**config.mk**
```make
export PLATFORM = sky130hd
export DESIGN_NAME = spike_aer_encoder
export DESIGN_NICKNAME = d
export VERILOG_FILES = /design/src/rtl/lif_aer_pkg.sv /design/src/rtl/lsb_priority_encoder.sv /design/src/rtl/spike_aer_encoder.sv
export SDC_FILE = /design/constraint.sdc
export NUM_CORES = 1
export LEC_CHECK = 0
export BUFFER_PORTS_ARGS = -buffer_cell sky130_fd_sc_hd__buf_2
export CAP_MARGIN = 10
export CORE_MARGIN = 1.5
export CORE_UTILIZATION = 53
export CTS_CLUSTER_DIAMETER = 80
export CTS_CLUSTER_SIZE = 16
export DETAILED_ROUTE_END_ITERATION = 6
export GPL_TIMING_DRIVEN = 0
export PLACE_DENSITY = 0.78
export SLEW_MARGIN = 0
export SYNTH_ARGS = -nofsm -noshare
export SYNTH_HDL_FRONTEND = slang
export SYNTH_SLANG_ARGS = --single-unit
export TNS_END_PERCENT = 5
```
**constraint.sdc**
```tcl
create_clock -name clk -period 2.7 [get_ports clk]
set_input_delay 0.54 -clock clk [delete_from_list [all_inputs] [get_ports clk]]
set_output_delay 0.54 -clock clk [all_outputs]
set_load 0.05 [all_outputs]
```
**src/rtl/lif_aer_pkg.sv**
```systemverilog
// Shared types and helpers for the spike-to-AER encoder slice.
package lif_aer_pkg;

  localparam int DEFAULT_TIME_BITS = 8;

  typedef enum logic {
    IDLE = 1'b0,
    SEND = 1'b1
  } state_t;

  // Address width that stays legal for degenerate neuron counts.
  function automatic int addr_width(input int n);
    return (n < 2) ? 1 : $clog2(n);
  endfunction

endpackage

```
**src/rtl/lsb_priority_encoder.sv**
```systemverilog
// Combinational lowest-set-bit encoder: index, any-set and exactly-one-set flags.
module lsb_priority_encoder
  import lif_aer_pkg::*;
#(
  parameter int NEURONS   = 8,
  parameter int ADDR_BITS = addr_width(NEURONS)
) (
  input  logic [NEURONS-1:0]   vec,
  output logic [ADDR_BITS-1:0] idx,
  output logic                 any,
  output logic                 onehot
);

  localparam logic [NEURONS-1:0] ONE = {{(NEURONS-1){1'b0}}, 1'b1};

  // Scan high to low so the lowest set bit wins.
  always_comb begin
    idx = '0;
    for (int i = NEURONS - 1; i >= 0; i--) begin
      if (vec[i]) idx = ADDR_BITS'(i);
    end
  end

  assign any    = |vec;
  assign onehot = any && ((vec & (vec - ONE)) == '0);

endmodule

```
**src/rtl/spike_aer_encoder.sv**
```systemverilog
// Captures one spike vector per timestep and drains its set bits as AER events, lowest index first.
// Optional empty-timestep marker event enabled by defining AER_EMPTY_MARKER_EN.
module spike_aer_encoder
  import lif_aer_pkg::*;
#(
  parameter int NEURONS   = 8,
  parameter int ADDR_BITS = addr_width(NEURONS),
  parameter int TIME_BITS = DEFAULT_TIME_BITS
) (
  input  logic                 clk,
  input  logic                 rst_n,
  input  logic                 spike_valid,
  input  logic [NEURONS-1:0]   spikes,
  output logic                 spike_ready,
  output logic                 ev_valid,
  input  logic                 ev_ready,
  output logic [ADDR_BITS-1:0] ev_addr,
  output logic [TIME_BITS-1:0] ev_time,
  output logic                 ev_last,
  output logic                 ev_empty,
  output logic                 overrun
);

  localparam logic [NEURONS-1:0] ONE = {{(NEURONS-1){1'b0}}, 1'b1};

`ifdef AER_EMPTY_MARKER_EN
  localparam bit EMPTY_MARKER = 1'b1;
`else
  localparam bit EMPTY_MARKER = 1'b0;
`endif

  state_t                 state;
  state_t                 state_next;
  logic [NEURONS-1:0]     pending;
  logic [TIME_BITS-1:0]   time_cnt;
  logic [TIME_BITS-1:0]   time_p0;
  logic                   overrun_r;
  logic                   empty_armed;
  logic [ADDR_BITS-1:0]   low_idx;
  logic                   pend_any;
  logic                   pend_onehot;
  logic                   handshake;
  logic                   accept;

  lsb_priority_encoder #(
    .NEURONS  (NEURONS),
    .ADDR_BITS(ADDR_BITS)
  ) u_lsb (
    .vec   (pending),
    .idx   (low_idx),
    .any   (pend_any),
    .onehot(pend_onehot)
  );

  always_ff @(posedge clk or negedge rst_n) begin
    if (!rst_n) state <= IDLE;
    else        state <= state_next;
  end

  always_comb begin
    state_next  = state;
    ev_valid    = (state == SEND) && (pend_any || empty_armed);
    ev_last     = ev_valid && (empty_armed || pend_onehot);
    handshake   = ev_valid && ev_ready;
    spike_ready = (state == IDLE) || (handshake && ev_last);
    accept      = spike_valid && spike_ready;
    if (accept) begin
      state_next = ((spikes != '0) || EMPTY_MARKER) ? SEND : IDLE;
    end else if (handshake && ev_last) begin
      state_next = IDLE;
    end
  end

  // Capture / drain stage: a new vector takes priority over clearing the drained bit,
  // since acceptance during SEND only happens on the final handshake.
  always_ff @(posedge clk or negedge rst_n) begin
    if (!rst_n) begin
      pending   <= '0;
      time_cnt  <= '0;
      time_p0   <= '0;
      overrun_r <= 1'b0;
    end else begin
      if (accept) begin
        pending  <= spikes;
        time_p0  <= time_cnt;
        time_cnt <= time_cnt + TIME_BITS'(1);
      end else if (handshake) begin
        pending <= pending & (pending - ONE);
      end
      if (spike_valid && !spike_ready) overrun_r <= 1'b1;
    end
  end

`ifdef AER_EMPTY_MARKER_EN
  always_ff @(posedge clk or negedge rst_n) begin
    if (!rst_n) begin
      empty_armed <= 1'b0;
    end else if (accept) begin
      empty_armed <= (spikes == '0);
    end else if (handshake && ev_last) begin
      empty_armed <= 1'b0;
    end
  end
`else
  assign empty_armed = 1'b0;
`endif

  assign ev_addr  = empty_armed ? '0 : low_idx;
  assign ev_time  = time_p0;
  assign ev_empty = ev_valid && empty_armed;
  assign overrun  = overrun_r;

endmodule

```
After elaboration in Yosys (flattened, before gate mapping)
Index checks and enable logic that the tools add are counted.
W data, S select, Z words.
{"block": "word_totals", "out_inout_bits": 16, "reg_bits": 26, "wordCells": 36}
{"block": "op_classes", "addsub": 2, "muxes": 13, "bitwise_logic": 2, "n_reduce_logical": 14}
{"cell": "$mux W3", "n": 8}
{"cell": "$mux W8", "n": 2}
{"cell": "$add A8 B1 Y8 const B", "n": 1}
{"cell": "$and A8 B8 Y8", "n": 1}
{"cell": "$logic_not A8 Y1", "n": 1}
{"cell": "$reduce_bool A8 Y1", "n": 1}
{"cell": "$reduce_or A8 Y1", "n": 1}
{"cell": "$sub A8 B1 Y8 const B", "n": 1}
{"cell": "$logic_and A1 B1 Y1", "n": 7}
{"cell": "$reduce_bool A2 Y1", "n": 2}
{"cell": "$mux W1", "n": 3}
{"cell": "$logic_not A1 Y1", "n": 1}
{"cell": "$logic_or A1 B1 Y1", "n": 1}
{"cell": "$not A1 Y1", "n": 1}

Logic depth before layout (Yosys ltp)
Gate-level depths: netlist of the first run.
{"block": "logic_depth", "depth_word": 9, "mapped_depth": 7}

Hierarchy
Synthesis of the first run repeated with hierarchy kept, for this count alone.
{"block": "hier_totals", "hier_cells": 140, "area_unflattened_um2": 1316.3}
{"module": "spike_aer_encoder", "area_per_inst_um2": 1153.6, "cells_per_inst": 116, "instances": 1}
{"module": "lsb_priority_encoder", "area_per_inst_um2": 162.7, "cells_per_inst": 24, "instances": 1}

Least setup slack after synthesis of the first run
OpenSTA, ideal clock, no wires.
{"block": "synth_path", "path_kind": "register -> output", "from": "register pending[4]", "to": "output ev_last", "stages_incl_launch_ff": 4, "required_time_ns": 2.160, "path_buffers": 1, "slack_ns": -0.172, "arrival_time_ns": 2.332, "path_cell_list": "dfrtp_1 -> buf_2 -> or4_1 -> a221oi_1"}
{"block": "synth_via", "elab_chain_cells": 5}
{"element": "from (decl)", "line": "spike_aer_encoder.sv:34", "rtl": "logic [NEURONS-1:0] pending;"}
{"element": "from (signal assigned)", "line": "spike_aer_encoder.sv:84", "rtl": "pending <= spikes;"}
{"element": "from (signal assigned)", "line": "spike_aer_encoder.sv:88", "rtl": "pending <= pending & (pending - ONE);"}
{"element": "$sub A8 B1 Y8", "line": "lsb_priority_encoder.sv:25", "rtl": "assign onehot = any && ((vec & (vec - ONE)) == '0);"}
{"element": "$and A8 B8 Y8", "line": "lsb_priority_encoder.sv:25"}
{"element": "$logic_not A8 Y1", "line": "lsb_priority_encoder.sv:25"}
{"element": "$logic_and A1 B1 Y1", "line": "lsb_priority_encoder.sv:25"}
{"element": "$logic_and A1 B1 Y1 *", "line": "spike_aer_encoder.sv:63", "rtl": "ev_last = ev_valid && (empty_armed || pend_onehot);"}
{"element": "to (decl)", "line": "spike_aer_encoder.sv:19", "rtl": "output logic ev_last,"}
Mark *: on every way between the ends. The rest lies on a longest branch, timed or not.

Worst setup path after layout of the first run
{"block": "layout_path", "from": "register pending[0]", "to": "output spike_ready"}
{"block": "layout_via", "elab_chain_cells": 7}
{"element": "$sub A8 B1 Y8", "line": "lsb_priority_encoder.sv:25"}
{"element": "$and A8 B8 Y8", "line": "lsb_priority_encoder.sv:25"}
{"element": "$logic_not A8 Y1", "line": "lsb_priority_encoder.sv:25"}
{"element": "$logic_and A1 B1 Y1", "line": "lsb_priority_encoder.sv:25"}
{"element": "$logic_and A1 B1 Y1", "line": "spike_aer_encoder.sv:63"}
{"element": "$logic_and A1 B1 Y1 *", "line": "spike_aer_encoder.sv:65", "rtl": "spike_ready = (state == IDLE) || (handshake && ev_last);"}
{"element": "$logic_or A1 B1 Y1 *", "line": "spike_aer_encoder.sv:65"}
{"element": "to (decl)", "line": "spike_aer_encoder.sv:14", "rtl": "output logic spike_ready,"}
Marked as above.

==> impl_metrics.csv, run 1 <==
group,metric,value,unit
final_layout,syn_to_final_growth,20.5,%
timing,tns,0,ns
final_layout,drive_gt1_frac,0.361,
worst_setup_path,slowest_stage,"or4_1",
logic_synthesis,synth_cell_types,42,
die,fp.dieH,53.6,um
global_routing,gr-total-overflow,0,
logic_synthesis,synth.most_common_cell,"dfrtp_1",
final_layout,nets,169,
timing,period_minus_slack,2.64,ns
timing,slew_violations,0,
die,core_region_area,0.00245,sq mm
worst_setup_path,r2r_start,"pending[1]",
logic_synthesis,syn_inst,122,
drt,vias,1084,
clock_tree,cts-buffers-inserted,3,
die,rows,18,
worst_setup_path,cp.required,2.16,ns
placement,place.gp.congestion,0.807,
worst_setup_path,crit_arrival,2.10,ns
logic_synthesis,synth_fp_nets,135,
logic_synthesis,synth-edff-count,0,
timing,report.final.hold_viol_count,0,
drt,drt_wl_total,2820,um
placement,place_area,0.00153,sq mm
placement,port_buffers,26,
drt,ant_nets,0,
timing,post-route-period-util,0.978,
drt,drtPass1Iterations,4,
clock_tree,clock_path_buffers,2,
clock_tree,cts_num_sinks,26,
hold_path,hold_path.class,"in -> async",
worst_setup_path,crit_path_end_kind,"output pin",
logic_synthesis,postSynthAreaPerCell,11.1,sq um
logic_synthesis,synth.top_cells.by_area,"dfrtp_1 48%, mux2_2 4.2%, nand2_1 3.9%, mux2_1 3.3%, xnor2_1 3.2%",
drt,via_per_inst,5.86,
worst_setup_path,cp_top_family,"simple AND/OR/NAND/NOR gates",
job,cap_viol_max_count,0,
clock_tree,cts_root_buf,"clkbuf_4",
global_routing,grt_pass1_vias,940,
pwr,total_power,0.615,mW
global_routing,grt_usage,0.223,
global_routing,grt_antenna_before_repair,0,
timing,setup_ws,0.0598,ns
die,die-area,0.00287,sq mm
drt,drt_iter0_markers,23,
worst_setup_path,worst_setup_path_start_kind,"flop",
logic_synthesis,synth_top_cell_area_share,0.480,
pwr,power.density,377,mW/mm^2
worst_setup_path,startpoint,"pending[0]",
logic_synthesis,ys_seq_area_frac,0.480,
timing,slew_headroom,0.601,
logic_synthesis,synth_common_cells,"26 x dfrtp_1, 14 x nand2_1, 6 x nor2_1",
worst_setup_path,path_buf_inv,1,
final_layout,multi_input_area,684,sq um
die,start_util,0.552,
pwr,p_leak,0.848,nW
logic_synthesis,synth_top_cell_by_area,"dfrtp_1",
drt,routedWlPerCell,15.3,um
placement,dp_slack,0.100,ns
final_layout,regArea,651,sq um
clock_tree,clkLatencyLatePin,0.33,ns
timing,clock.fmax,379,MHz
worst_setup_path,cp_cell_sequence,"or4_1 -> o21ai_4 -> a31oi_4 -> buf_4",
logic_synthesis,yosys_warnings,0,
die,fp.dieW,53.6,um
timing,finClkSkew,0.00769,ns
global_routing,grt_pass1_wl,4510,um
status,status,"finished clean",
final_layout,antenna_cells,0,
clock_tree,clk_pin_slew,0.14,ns
global_routing,grt_max_degree,27,
placement,hpwl,1960,um
logic_synthesis,async_flop_share,1.00,
die,ios,28,
worst_setup_path,slowest_delay,0.65,ns
worst_setup_path,path_class,"reg -> out",
timing,finalSetupViolCount,0,
logic_synthesis,syn_area,0.00136,sq mm
drt,drcViolationCount,0,
timing,worstMarginPinSlew,0.596,ns
clock_tree,cts_tree,"done",
logic_synthesis,ys_seq_elements,26,
clock_tree,htreeDepth,1,
logic_synthesis,synth-main-ff-cell,"dfrtp_1",
final_layout,finalInstanceArea,0.00163,sq mm
pwr,ir_drop,0.413,mV
worst_setup_path,path_max_fanout,8,
final_layout,fill_cells,204,
[worst paths after layout]
check / depth (start not counted) / to / slack [ns]
worst max-delay path: 4 / spike_ready / 0.06
worst min-delay path: 1 / time_cnt[3] / 0.18
worst max register to register: 5 / ev_time[1] / 0.32
worst min register to register: 1 / time_cnt[7] / 0.49
max in group asynchronous: 1 / pending[7] / 2.14
min in group clk: 3 / pending[6] / 0.41
[metal layers]
metal  part of all wire  up-vias  wire, um  track usage
met1               0.46      534      1290        0.351
met2               0.48       30      1370        0.305
li1                   -      515         -            -
met3              0.044        5       125       0.0333
met5                  0        -         0            0
met4              0.014        0        40       0.0897
[report_power, final]
group | total [mW] | leakage [nW] | internal, mW | switching (mW)
clock network | 0.198 | 0.0210 | 0.0827 | 0.115
logic | 0.0280 | 0.474 | 0.00857 | 0.0194
registers | 0.389 | 0.353 | 0.389 | 0.0000000000000000166
[kinds of logic (layout without fill, tap and decap cells)]
| family | count (synthesis) | count (layout) | share of synthesized area |
|---|---|---|---|
| buf+inv | 12 | 45 | 0.0489 |
| simple gates | 39 | 39 | 0.169 |
| fa+ha+maj | 1 | 1 | 0.00923 |
| other cells | 1 | 1 | 0.00277 |
| flops | 26 | 26 | 0.480 |
| mux | 9 | 9 | 0.0748 |
| xor+xnor | 8 | 8 | 0.0573 |
| compound gates | 26 | 26 | 0.158 |
[cell usage in the layout, fill, tap and decap left out, drive strengths merged, types with 3 or more instances in the layout]
master,n
a32o,3
inv,4
xnor2,6
clkbuf,6
nand2,14
o21ai,6
dfrtp,26
nor2,6
nand3,4
buf,35
mux2,9
or4,5
a21oi,3
[layout make-up]
type,instances,share of cell area
inverter,4,0.00920
buffer,8,0.0314
multi-input combinational,84,0.419
tap,30,0.0230
timing repair buffer,29,0.0966
sequential,26,0.398
clock buffer,4,0.0222
[per-stage QoR]
stage                     hold WS, ns  std cells  utilization
after floorplan                 0.244        122            -
after global placement          0.458        178        0.623
after detailed placement        0.463        178        0.623
after CTS                       0.203        182        0.648
after global routing            0.211        185        0.665
final                           0.181        185        0.665
[repair_timing]
action / 4_1_cts / 5_1_grt
pin swaps: 1 / 1
endpoints found under the setup margin: 2 / 2
gates resized for setup: 5 / 2
buffers inserted: 0 / 3
hold buffers: 0 / 0
endpoints found under the hold margin: 0 / 0
[registers in the layout, summed over array words and instances, names as in the netlist]
| name | cells |
|---|---|
| overrun | 1 |
| time_cnt | 8 |
| state | 1 |
| pending | 8 |
| ev_time | 8 |
No activity file was read; power rests on OpenSTA's default activity.
==> inputs of run 2 (changes only) <==
--- a/config.mk
+++ b/config.mk
@@ -13,6 +13,7 @@
 export CTS_CLUSTER_SIZE = 16
 export DETAILED_ROUTE_END_ITERATION = 6
 export GPL_TIMING_DRIVEN = 0
+export HOLD_SLACK_MARGIN = 0.03
 export PLACE_DENSITY = 0.78
 export SLEW_MARGIN = 0
 export SYNTH_ARGS = -nofsm -noshare
==> constraint.sdc (replaced) <==
create_clock -name clk -period 2.7 [get_ports clk]
set_input_delay 0.135 -clock clk [delete_from_list [all_inputs] [get_ports clk]]
set_output_delay 0.135 -clock clk [all_outputs]
set_load 0.05 [all_outputs]
==> run 2 against run 1 <==
Die area is the same. Cell area grew 0.77%. Global-route usage shrank 1.3 points. Clock power is essentially flat. Total power grew 1.4%. Clock skew grew 0.0030 ns. Non-clock buffer count grew 5. Fmax grew 5.8%. Critical endpoint unchanged. Largest cell class is now sequential cells. Largest power group unchanged.
==> impl_metrics.csv, run 2 (synthesis gave the netlist of run 1 again) <==
group,metric,value,unit
status,status,"finished clean",
die,fp.dieW,53.6,um
timing,worstMarginPinSlew,0.545,ns
pwr,share_comb_of_total_power,0.058,
final_layout,antenna_cells,0,
global_routing,grt_max_degree,27,
global_routing,grt_pass1_vias,977,
clock_tree,clock_path_buffers,2,
timing,grt_setup_unrepaired,"false",
drt,drcViolationCount,0,
final_layout,layout_commonest_cell,"buf_2",
clock_tree,clk_pin_slew,0.14,ns
clock_tree,cts_num_sinks,26,
pwr,ir_drop,0.330,mV
global_routing,grt_pass1_wl,4300,um
die,start_util,0.552,
final_layout,fill_cells,207,
global_routing,grt_usage,0.211,
clock_tree,cts_root_buf,"clkbuf_4",
die,fp.dieH,53.6,um
final_layout,regArea,651,sq um
drt,drtPass1Iterations,4,
timing,slew_violations,0,
timing,report.final.hold_viol_count,0,
worst_setup_path,crit_arrival,2.36,ns
timing,finClkSkew,0.0107,ns
drt,drt_wl_total,2780,um
worst_setup_path,path_class,"reg -> out",
worst_setup_path,cp.required,2.57,ns
final_layout,syn_to_final_growth,21.4,%
drt,vias,1111,
final_layout,multi_input_area,644,sq um
global_routing,gr-total-overflow,0,
final_layout,nets,174,
timing,period_minus_slack,2.49,ns
die,ios,28,
final_layout,final_cell_mix,"28 x buf_2, 26 x dfrtp_1, 14 x nand2_1, 8 x dlygate4sd3_1, 6 x nor2_1",
worst_setup_path,cp_top_family,"compound AO/OA/AOI/OAI gates",
clock_tree,cts-buffers-inserted,3,
clock_tree,htreeDepth,1,
drt,via_per_inst,5.85,
worst_setup_path,slowest_stage,"dfrtp_1",
clock_tree,cts_tree,"done",
timing,finalSetupViolCount,0,
final_layout,drive_gt1_frac,0.319,
pwr,p_int,0.488,mW
hold_path,hold_path.class,"in -> reg",
die,rows,18,
drt,routedWlPerCell,14.6,um
timing,post-route-period-util,0.924,
timing,hold_ws,0.0400,ns
worst_setup_path,path_max_fanout,8,
drt,ant_nets,0,
pwr,p_switching,0.136,mW
die,die-area,0.00287,sq mm
timing,clock.fmax,401,MHz
pwr,power.share.clock,0.318,
placement,port_buffers,26,
worst_setup_path,crit_path_end_kind,"output pin",
timing,slew_headroom,0.637,
clock_tree,cts_setup_buffers,0,
die,core_region_area,0.00245,sq mm
pwr,sequentialPowerShare,0.624,
worst_setup_path,worst_setup_path_start_kind,"flop",
worst_setup_path,path_buf_inv,1,
placement,place.gp.congestion,0.870,
worst_setup_path,cp_cell_sequence,"nor4_4 -> o2111ai_1 -> a31oi_2 -> buf_2",
pwr,power.density,379,mW/mm^2
pwr,swShare,0.218,
job,cap_viol_max_count,0,
global_routing,grt_antenna_before_repair,0,
timing,tns,0,ns
clock_tree,clkLatencyLatePin,0.33,ns
worst_setup_path,slowest_delay,0.52,ns
drt,drt_iter0_markers,32,
pwr,p_leak,0.864,nW
## run 2: layout make-up
class                           instances  share of cell area
Sequential cell                        26               0.395
Multi-Input combinational cell         84               0.392
Timing Repair Buffer                   34               0.128
Buffer                                  8              0.0312
Tap cell                               30              0.0228
Clock buffer                            4              0.0221
Inverter                                4             0.00913
## run 2: metrics by stage
| stage | total power, mW | util | cells | setup slack (ns) | cell area, sq um |
|---|---|---|---|---|---|
| 2_1_floorplan | 0.405 | - | 122 | 0.109 | 1360 |
| 3_3_place_gp | 0.424 | 0.620 | 178 | 0.317 | 1520 |
| 3_5_place_dp | 0.424 | 0.620 | 178 | 0.310 | 1520 |
| 4_1_cts | 0.625 | 0.660 | 188 | 0.136 | 1620 |
| 5_1_grt | 0.652 | 0.670 | 190 | 0.104 | 1650 |
| 6_report | 0.624 | 0.670 | 190 | 0.205 | 1650 |
## run 2: final timing paths
check                      slack [ns]  depth (start not counted)   startpoint           to
setup / recovery                 0.21                          4   pending[0]  spike_ready
hold / removal                   0.04                          2    spikes[7]   pending[7]
setup reg to reg                 0.22                          5   pending[0]   ev_time[6]
hold reg to reg                  0.50                          1  time_cnt[7]  time_cnt[7]
max in group asynchronous        2.03                          2        rst_n   ev_time[6]
min in group asynchronous        0.30                          2        rst_n      overrun
## run 2: metal layers
layer | part of all wire | wire (um) | global-route usage
met4 | 0.013 | 35 | 0.0769
met5 | 0 | 0 | 0
met2 | 0.50 | 1380 | 0.348
met1 | 0.44 | 1220 | 0.280
met3 | 0.052 | 145 | 0.0333
## run 2: power groups by stage
stage	Clock [mW]	Combinational (mW)	Sequential (mW)
2_1_floorplan	0	0.00847	0.397
3_3_place_gp	0	0.0270	0.397
3_5_place_dp	0	0.0273	0.397
4_1_cts	0.202	0.0341	0.389
5_1_grt	0.222	0.0400	0.390
6_report	0.198	0.0360	0.389
## run 2: timing repair
action	4_1_cts	5_1_grt
gates resized for setup	0	1
hold buffers	6	2
setup endpoints to repair	0	1
hold endpoints to repair	31	2
==> inputs of run 3 (changes only) <==
--- a/config.mk
+++ b/config.mk
@@ -18,5 +18,6 @@
 export SLEW_MARGIN = 0
 export SYNTH_ARGS = -nofsm -noshare
 export SYNTH_HDL_FRONTEND = slang
+export SYNTH_HIERARCHICAL = 1
 export SYNTH_SLANG_ARGS = --single-unit
 export TNS_END_PERCENT = 5
==> run 3 against run 2 <==
Die area down 2.7%. Clock skew fell by 0.0082 ns. Register-to-register slack worse by 0.07 ns. Global-route usage increased by 3.1 points. Worst setup slack worse by 0.057 ns. Cell area shrank 2.9%. Worst hold slack better by 0.0066 ns. Core utilization rose by 3.2 points. Largest cell class unchanged.
==> impl_metrics.csv, run 3 <==
group,metric,value,unit
status,status,"finished clean",
final_layout,drive_gt1_frac,0.282,
timing,tns,0,ns
worst_setup_path,slowest_stage,"dfrtp_2",
clock_tree,cts_num_sinks,26,
worst_setup_path,cp.required,2.92,ns
timing,slew_violations,0,
logic_synthesis,synth_cell_types,38,
global_routing,grt_pass1_wl,4880,um
global_routing,grt_antenna_before_repair,0,
worst_setup_path,crit_path_end_kind,"flop",
final_layout,syn_to_final_growth,21.4,%
global_routing,grt_max_degree,27,
job,cap_viol_max_count,0,
clock_tree,clock_path_buffers,2,
die,start_util,0.578,
clock_tree,cts-buffers-inserted,3,
clock_tree,cts_root_buf,"clkbuf_4",
drt,drtPass1Iterations,5,
clock_tree,clkLatencyLatePin,0.32,ns
global_routing,gr-usage-met1,0.259,
logic_synthesis,synth.top_cells.by_area,"dfrtp_1 49%, nand2_1 13%, xnor2_1 2.7%, xor2_1 2.7%, nor3_2 2.3%",
logic_synthesis,synth.most_common_cell,"nand2_1",
die,core_region_area,0.00228,sq mm
clock_tree,cts_tree,"done",
logic_synthesis,synth_fp_nets,153,
timing,worstMarginPinSlew,0.558,ns
logic_synthesis,synth-edff-count,0,
final_layout,final_cell_mix,"45 x nand2_1, 28 x buf_2, 23 x dfrtp_1, 7 x dlygate4sd3_1",
drt,routedWlPerCell,14.0,um
logic_synthesis,synth-main-ff-cell,"dfrtp_1",
clock_tree,clk_pin_slew,0.13,ns
logic_synthesis,postSynthAreaPerCell,9.40,sq um
final_layout,instances_no_fill,205,
timing,post-route-period-util,0.945,
drt,drt_wl_total,2870,um
worst_setup_path,path_max_fanout,10,
hold_path,hold_path.class,"in -> reg",
drt,drt_iter0_markers,16,
placement,place.gp.congestion,0.823,
drt,drcViolationCount,0,
logic_synthesis,synth_top_cell_by_area,"dfrtp_1",
die,ios,28,
timing,grt_setup_unrepaired,"false",
final_layout,layout_commonest_cell,"nand2_1",
drt,vias,1161,
global_routing,grt_use_met2,0.460,
die,rows,17,
clock_tree,htreeDepth,1,
global_routing,grt_usage,0.242,
logic_synthesis,yosys_warnings,6,
die,fp.dieH,52.8,um
drt,via_per_inst,5.66,
worst_setup_path,worst_setup_path_start_kind,"flop",
logic_synthesis,async_flop_share,1.00,
logic_synthesis,ys_seq_area_frac,0.494,
final_layout,nets,191,
worst_setup_path,cp_cell_sequence,"nor4_4 -> inv_1 -> a2111oi_2 -> o22a_1 -> nand3_2 -> a21bo_1 -> buf_6 -> buf_2 -> nand3_1 -> nand2_1",
drt,ant_nets,0,
global_routing,grt_pass1_vias,1142,
placement,port_buffers,26,
timing,period_minus_slack,2.55,ns
worst_setup_path,path_class,"reg -> reg",
timing,slew_headroom,0.628,
timing,report.final.hold_viol_count,0,
placement,dp.cells,194,
worst_setup_path,slowest_delay,0.49,ns
logic_synthesis,synth_top_cell_area_share,0.494,
worst_setup_path,crit_arrival,2.78,ns
logic_synthesis,ys_seq_elements,26,
logic_synthesis,syn_inst,140,
placement,hpwl,2080,um
logic_synthesis,syn_area,0.00132,sq mm
timing,finClkSkew,0.00253,ns
global_routing,gr-total-overflow,0,
global_routing,use_met3,0.0286,
die,die-area,0.00279,sq mm
timing,clock.fmax,392,MHz
die,fp.dieW,52.8,um
logic_synthesis,synth_common_cells,"45 x nand2_1, 26 x dfrtp_1, 5 x nand3_1, 5 x nor2_1, 5 x nor3_1",
final_layout,final_core_util,0.702,
global_routing,top_usage_layer,"met2",
timing,finalSetupViolCount,0,
final_layout,antenna_cells,0,
run 3: cell count changes after synthesis, moves of 3 or more:
cell     before  now
nor3_1        1    5
nand2_1      14   45
or4_1         5    2
mux2_2        5    0
a32o_1        3    0
nor3_2        0    3
o21ai_1       0    3
mux2_1        4    0
run 3: routing by layer:
metal	routed length, um	up-vias	part of all wire
met5	0	-	0
met4	65	0	0.023
met3	121	6	0.042
met2	1510	35	0.52
met1	1180	567	0.41
li1	-	553	-
run 3: kinds of logic after synthesis:
kind of cell | Yosys count | share of synthesized area
AO/OA/AOI/OAI | 17 | 0.0913
XOR/XNOR | 8 | 0.0532
adder cells (fa/ha/maj) | 2 | 0.0171
buffers and inverters | 8 | 0.0342
flip-flops | 26 | 0.494
multiplexers | 1 | 0.00760
other | 1 | 0.00285
AND/OR/NAND/NOR | 77 | 0.299
run 3: cell type report:
type / count / area, sq um
repair buffers: 33 / 200
plain buffers: 5 / 36.3
flip-flops and latches: 26 / 654
multi-input cells: 106 / 624
clock buffers: 4 / 36.3
well taps: 28 / 35.0
inverters: 3 / 11.3
fillers: 175 / 678
run 3: worst max-delay path: cells and delay by family, from the launching register on:
kind / cells / cell delay (ns)
AOI/OAI and AO/OA: 3 / 0.82
and+or+nand+nor: 4 / 0.67
DFF: 1 / 0.49
buffers and inverters: 3 / 0.47
run 3: through the flow:
step	hold WS (ns)	cell area (sq um)	worst slack (ns)
6_report	0.0466	1600	0.149
5_1_grt	0.0703	1600	0.00724
4_1_cts	0.0388	1590	0.137
3_5_place_dp	0.162	1480	0.169
3_3_place_gp	0.152	1480	0.229
2_1_floorplan	-0.161	1320	0.450
run 3: worst paths after layout:
check,start,endpoint,slack (ns),cells after the start
max in group asynchronous,rst_n,pending[3],1.98,2
setup reg to reg,pending[0],pending[4],0.15,10
hold reg to reg,time_cnt[7],time_cnt[7],0.48,1
setup / recovery,pending[0],pending[4],0.15,10
min in group asynchronous,rst_n,ev_time[5],0.32,2
hold / removal,spikes[2],pending[2],0.05,3
run 3: what timing repair did:
item                                    in CTS  in global routing
resized for setup                            0                  5
endpoints found under the hold margin       32                  0
buffers inserted                             0                  0
hold buffers                                 7                  0
endpoints found under the setup margin       0                  9
Power of run 3 is not shown: default switching activity piles up to over one toggle a cycle in this logic, so the estimate is an artifact.
